### src/rtl/mul_sched_pkg.sv
// Shared types for the MUL scheduler: default widths and the in-flight slot record.
package mul_sched_pkg;
  localparam int MUL_LAT_D = 4;
  localparam int REG_W_D   = 5;

  // Slot rd is sized to the default register width; narrower REG_W indices are zero-extended.
  typedef logic [REG_W_D-1:0] rd_t;

  typedef struct packed {
    logic valid;
    rd_t  rd;
  } slot_t;
endpackage

### src/rtl/mul_inflight_tracker.sv
// Fixed-latency tracker: one slot per multiplier stage, shifting every cycle, plus a live count.
module mul_inflight_tracker
  import mul_sched_pkg::*;
#(
  parameter int MUL_LAT = MUL_LAT_D
) (
  input  logic                  clk,
  input  logic                  rst,
  input  logic                  push_valid,
  input  rd_t                   push_rd,
  output slot_t [MUL_LAT:1]     slots,
  output logic  [2:0]           inflight
);

  logic [2:0] cnt_nxt;

  // Count of slots that will be valid after the next shift (S4 drops out, push enters S1).
  always_comb begin
    cnt_nxt = 3'(push_valid);
    for (int i = 1; i < MUL_LAT; i++)
      cnt_nxt = cnt_nxt + 3'(slots[i].valid);
  end

  // Unconditional shift; rd is kept zero in empty slots so downstream sees a clean index.
  always_ff @(posedge clk or negedge rst) begin
    if (!rst) begin
      slots    <= '0;
      inflight <= '0;
    end else begin
      slots[1].valid <= push_valid;
      slots[1].rd    <= push_valid ? push_rd : '0;
      for (int i = 2; i <= MUL_LAT; i++)
        slots[i] <= slots[i-1];
      inflight <= cnt_nxt;
    end
  end

endmodule

### src/rtl/mul_scheduler.sv
// Issue-side scheduler for a fixed-latency multiplier: RAW/WAW/writeback-port stalls and S4 bypass.
module mul_scheduler
  import mul_sched_pkg::*;
#(
  parameter int MUL_LAT = MUL_LAT_D,
  parameter int REG_W   = REG_W_D
) (
  input  logic             clk,
  input  logic             rst,
  input  logic             issue_valid,
  input  logic             issue_is_mul,
  input  logic [REG_W-1:0] issue_rs1,
  input  logic [REG_W-1:0] issue_rs2,
  input  logic [REG_W-1:0] issue_rd,
  input  logic             issue_uses_rs2,
  input  logic             issue_writes_rd,
  output logic             stall,
  output logic             mul_go,
  output logic             wb_en,
  output logic [REG_W-1:0] wb_rd,
  output logic             fwd_rs1,
  output logic             fwd_rs2,
  output logic [2:0]       inflight
);

  slot_t [MUL_LAT:1] slots;
  slot_t             s4;
  rd_t               rs1_x, rs2_x, rd_x;
  logic              hit_rs1, hit_rs2, hit_rd;
  logic              raw, waw, wb_conflict, accept, push_valid;

  assign rs1_x = rd_t'(issue_rs1);
  assign rs2_x = rd_t'(issue_rs2);
  assign rd_x  = rd_t'(issue_rd);
  assign s4    = slots[MUL_LAT];

  // Matches against results not yet available (S1..S3); these cannot be bypassed.
  always_comb begin
    hit_rs1 = 1'b0;
    hit_rs2 = 1'b0;
    hit_rd  = 1'b0;
    for (int i = 1; i < MUL_LAT; i++) begin
      if (slots[i].valid && slots[i].rd == rs1_x) hit_rs1 = 1'b1;
      if (slots[i].valid && slots[i].rd == rs2_x) hit_rs2 = 1'b1;
      if (slots[i].valid && slots[i].rd == rd_x)  hit_rd  = 1'b1;
    end
  end

  // Stall reasons; a MUL never collides on the writeback port since its slot is reserved.
  always_comb begin
    raw         = ((rs1_x != '0) && hit_rs1) ||
                  (issue_uses_rs2 && (rs2_x != '0) && hit_rs2);
    waw         = issue_writes_rd && (rd_x != '0) && hit_rd;
    wb_conflict = !issue_is_mul && issue_writes_rd && slots[MUL_LAT-1].valid;
    stall       = issue_valid && (raw || waw || wb_conflict);
    accept      = issue_valid && !stall;
    mul_go      = accept && issue_is_mul;
    push_valid  = mul_go && (rd_x != '0);
    fwd_rs1     = (rs1_x != '0) && s4.valid && (s4.rd == rs1_x) && !hit_rs1;
    fwd_rs2     = (rs2_x != '0) && s4.valid && (s4.rd == rs2_x) && !hit_rs2;
  end

  assign wb_en = s4.valid;
  assign wb_rd = s4.rd[REG_W-1:0];

  mul_inflight_tracker #(.MUL_LAT(MUL_LAT)) u_tracker (
    .clk        (clk),
    .rst        (rst),
    .push_valid (push_valid),
    .push_rd    (rd_x),
    .slots      (slots),
    .inflight   (inflight)
  );

endmodule

### config.mk
export PLATFORM = sky130hd
export DESIGN_NAME = mul_scheduler
export DESIGN_NICKNAME = d
export VERILOG_FILES = /design/src/rtl/mul_sched_pkg.sv /design/src/rtl/mul_inflight_tracker.sv /design/src/rtl/mul_scheduler.sv
export SDC_FILE = /design/constraint.sdc
export NUM_CORES = 1
export LEC_CHECK = 0
export CORE_AREA = 2 2 63 65
export CTS_CLUSTER_DIAMETER = 50
export DETAILED_ROUTE_END_ITERATION = 8
export DIE_AREA = 0 0 65 67
export GPL_ROUTABILITY_DRIVEN = 0
export PLACE_DENSITY = 0.69
export SLEW_MARGIN = 20
export SYNTH_ARGS = -nofsm -noshare
export SYNTH_HDL_FRONTEND = slang
export SYNTH_SLANG_ARGS = --single-unit
### constraint.sdc
create_clock -name clk -period 2.7 [get_ports clk]
set_input_delay 0.54 -clock clk [delete_from_list [all_inputs] [get_ports clk]]
set_output_delay 0.54 -clock clk [all_outputs]
set_load 0.01 [all_outputs]
==> impl_metrics.py <==
metrics = {
    "outcome": {
        "outcome": "finished clean",
    },
    "yosys": {
        "synth.top_cell.area_share": 0.4239,
        "synth_seq_cells": 27,
        "ys_top_cells_by_area": "dfrtp_1 (42%), xor2_1 (21%), xnor2_1 (8.2%)",
        "synth_common_cells": "xor2_1 (39), dfrtp_1 (27), xnor2_1 (15), clkbuf_1 (10), nor4_1 (10)",
        "synth-edff-count": 0,
        "synth_ff_type": "dfrtp_1",
        "synth_nets": 176,
        "yosys.area.top_type": "dfrtp_1",
        "yosysSeqAreaShare": 0.4239,
        "synth.distinct_cells": 27,
        "synth_cells": 152,
        "syn_area_per_cell_um2": 10.49,
        "async_flop_share": 1.000,
        "synth.most_common_cell": "xor2_1",
        "synth_warnings": 0,
        "synth_area_um2": 1594,
    },
    "worst_setup_path": {
        "reg2reg_slack_ns": 0.07,
        "crit_path_start": "issue_rs2[1]",
        "cp-end-kind": "register",
        "startpoint_type": "input port",
        "critPathKind": "input port to register",
        "timing.rr.start": "u_tracker.slots[13]",
        "reg2regPathDepth": 9,
        "critical_path_required_ns": 2.88,
        "cp.arrival_ns": 2.82,
        "r2r-end": "u_tracker.inflight[1]",
        "worstPathMaxFanout": 5,
    },
    "power": {
        "switching_share": 0.2873,
        "internal_power_w": 0.0006494,
        "power_frac_comb": 0.243,
        "netSwitchingPower_w": 0.0002618,
        "pwr-share-seq": 0.500,
        "vdd_drop_max_v": 0.0003575,
        "pwr-share-clk": 0.256,
        "power_density_nw_per_um2": 399.0,
        "leakage_nw": 1.071,
    },
    "sta": {
        "period_needed_ns": 2.641,
        "slew_viol_final": 0,
        "slew_headroom": 0.7726,
        "fmax_mhz": 378.6,
        "fin_hold_ws_ns": 0.4493,
        "worst_pin_slew_ns": 0.3411,
        "fin_crit_sh": 0.9783,
        "fin_skew_ns": 0.009879,
        "finalSetupViolCount": 0,
        "hold_viol": 0,
    },
    "floorplan": {
        "die_h_um": 67,
        "core_um2": 3606,
        "start_util": 0.4421,
        "fp.dieW_um": 65,
        "rows": 22,
        "io_pins": 34,
        "die_area_um2": 4355,
    },
    "min_path": {
        "hp-start": "u_tracker.slots[17]",
        "min_to": "u_tracker.slots[23]",
        "hp-class": "register to register",
        "holdPathStages": 0,
    },
    "job": {
        "drv_cap": 0,
    },
    "finish": {
        "nNetsFinal": 228,
        "multi_input_area_um2": 985.9,
        "drive_gt1_frac": 0.3892,
        "antennaDiodeCount": 0,
        "instances_no_fill": 251,
        "syn_to_final_growth_pct": 43.25,
        "num-fill-cells": 286,
        "final_core_util": 0.6332,
        "regArea_um2": 679.4,
    },
    "drt": {
        "firstDrtPassIters": 4,
        "via_count": 1312,
        "initialDrtViolationCount": 28,
        "ant_nets": 0,
        "vias_per_cell": 5.227,
        "wl_per_cell_um": 16.43,
        "drt-total-wl_um": 4124,
        "drc": 0,
    },
    "clocking": {
        "numCtsBuffers": 3,
        "cts_max_path_buffers": 2,
        "cts_sinks": 27,
        "clk_pin_slew_ns": 0.10,
        "clk_latency_ns": 0.28,
        "tritoncts": "built",
        "h-tree-depth": 1,
        "cts-root-buf": "clkbuf_8",
        "holdBufCountCts": 0,
    },
    "grt": {
        "grt_max_degree": 28,
        "grt_pass1_wl_um": 6534,
        "antenna_found_initial": 0,
        "grt_usage": 0.2061,
        "overflow": 0,
        "grt_pass1_vias": 1380,
    },
    "placed_design": {
        "hpwl_um": 3199,
        "dp.cells": 244,
        "port_buffers": 33,
    },
}
-- cell type report --
class                      instances  area share
tap                               48     0.02630
inverter                           2    0.003288
clock buffer                       3     0.01808
multi-input combinational        107      0.4318
sequential                        27      0.2975
timing repair buffer              63      0.2197
clock inverter                     1    0.003288
-- cell families after synthesis --
group                    share of synthesized area
buffers and inverters                      0.05495
AND/OR/NAND/NOR                             0.1468
adder cells (fa/ha/maj)                    0.02826
flip-flops                                  0.4239
AO/OA/AOI/OAI                              0.04943
XOR/XNOR                                    0.2967
-- repair_timing --
action	in CTS	in global routing
pin swaps	15	10
setup buffers	3	0
setup endpoints to repair	7	6
gates resized for setup	67	25
-- layout by cell type (no fill, tap or decap), types with 4 or more instances in the layout --
master and instances:
xor2_1 34, buf_4 28, dfrtp_1 24, xnor2_1 15, clkdlybuf4s50_1 14, nor4_2 8, buf_2 7, and3_1 6
and2_1 6, xor2_2 5, clkbuf_2 5, nand3_1 4, nor2_1 4, dlygate4sd2_1 4
-- critical path, stage by stage --
cell and delay, ns:
clkdlybuf4s15_2 0.22, or4_4 0.53, o21ai_2 0.13, inv_1 0.06
o31ai_2 0.07, o2111a_2 0.27, o21a_1 0.15, ha_1 0.24
fa_2 0.36, ha_4 0.24
-- routing by layer --
metal / vias to the layer above / share of wire / global-route usage
met1: 657 / 0.41 / 0.2473
met5: - / 0 / 0
met4: 0 / 0.016 / 0.06649
met3: 9 / 0.044 / 0.03547
li1: 607 / - / -
met2: 39 / 0.52 / 0.3737
-- flip-flops by register name (all words and copies together) (netlist names) --
register            count
u_tracker.inflight      3
u_tracker.slots        24
-- through the flow --
stage	setup slack (ns)	area [µm²]	setup TNS [ns]	total power (W)
finish	0.05850	2283	0	0.0009112
global route	-0.01098	2283	-0.01490	0.0009565
CTS	0.001578	2235	0	0.0009054
detailed placement	-0.7109	2121	-4.386	0.0006668
global placement	-0.6151	2121	-3.842	0.0006590
floorplan	-0.1046	1619	-0.1174	0.0005566
-- power groups by stage --
stage,clock [W],sequential (W),combinational (W)
2_1_floorplan,0,0.000459,0.0000980
3_3_place_gp,0,0.000461,0.000198
3_5_place_dp,0,0.000462,0.000204
4_1_cts,0.000238,0.000454,0.000213
5_1_grt,0.000256,0.000459,0.000242
6_report,0.000234,0.000456,0.000221
-- how the worst max path moves through the flow --
stage,slack [ns],endpoint
final,0.06,u_tracker.inflight[1]
after global routing,-0.01,u_tracker.inflight[1]
after CTS,0.002,u_tracker.inflight[1]
after detailed placement,-0.71,stall
after global placement,-0.62,mul_go
after floorplan,-0.10,u_tracker.inflight[1]
(Power assumes the default switching activity.)
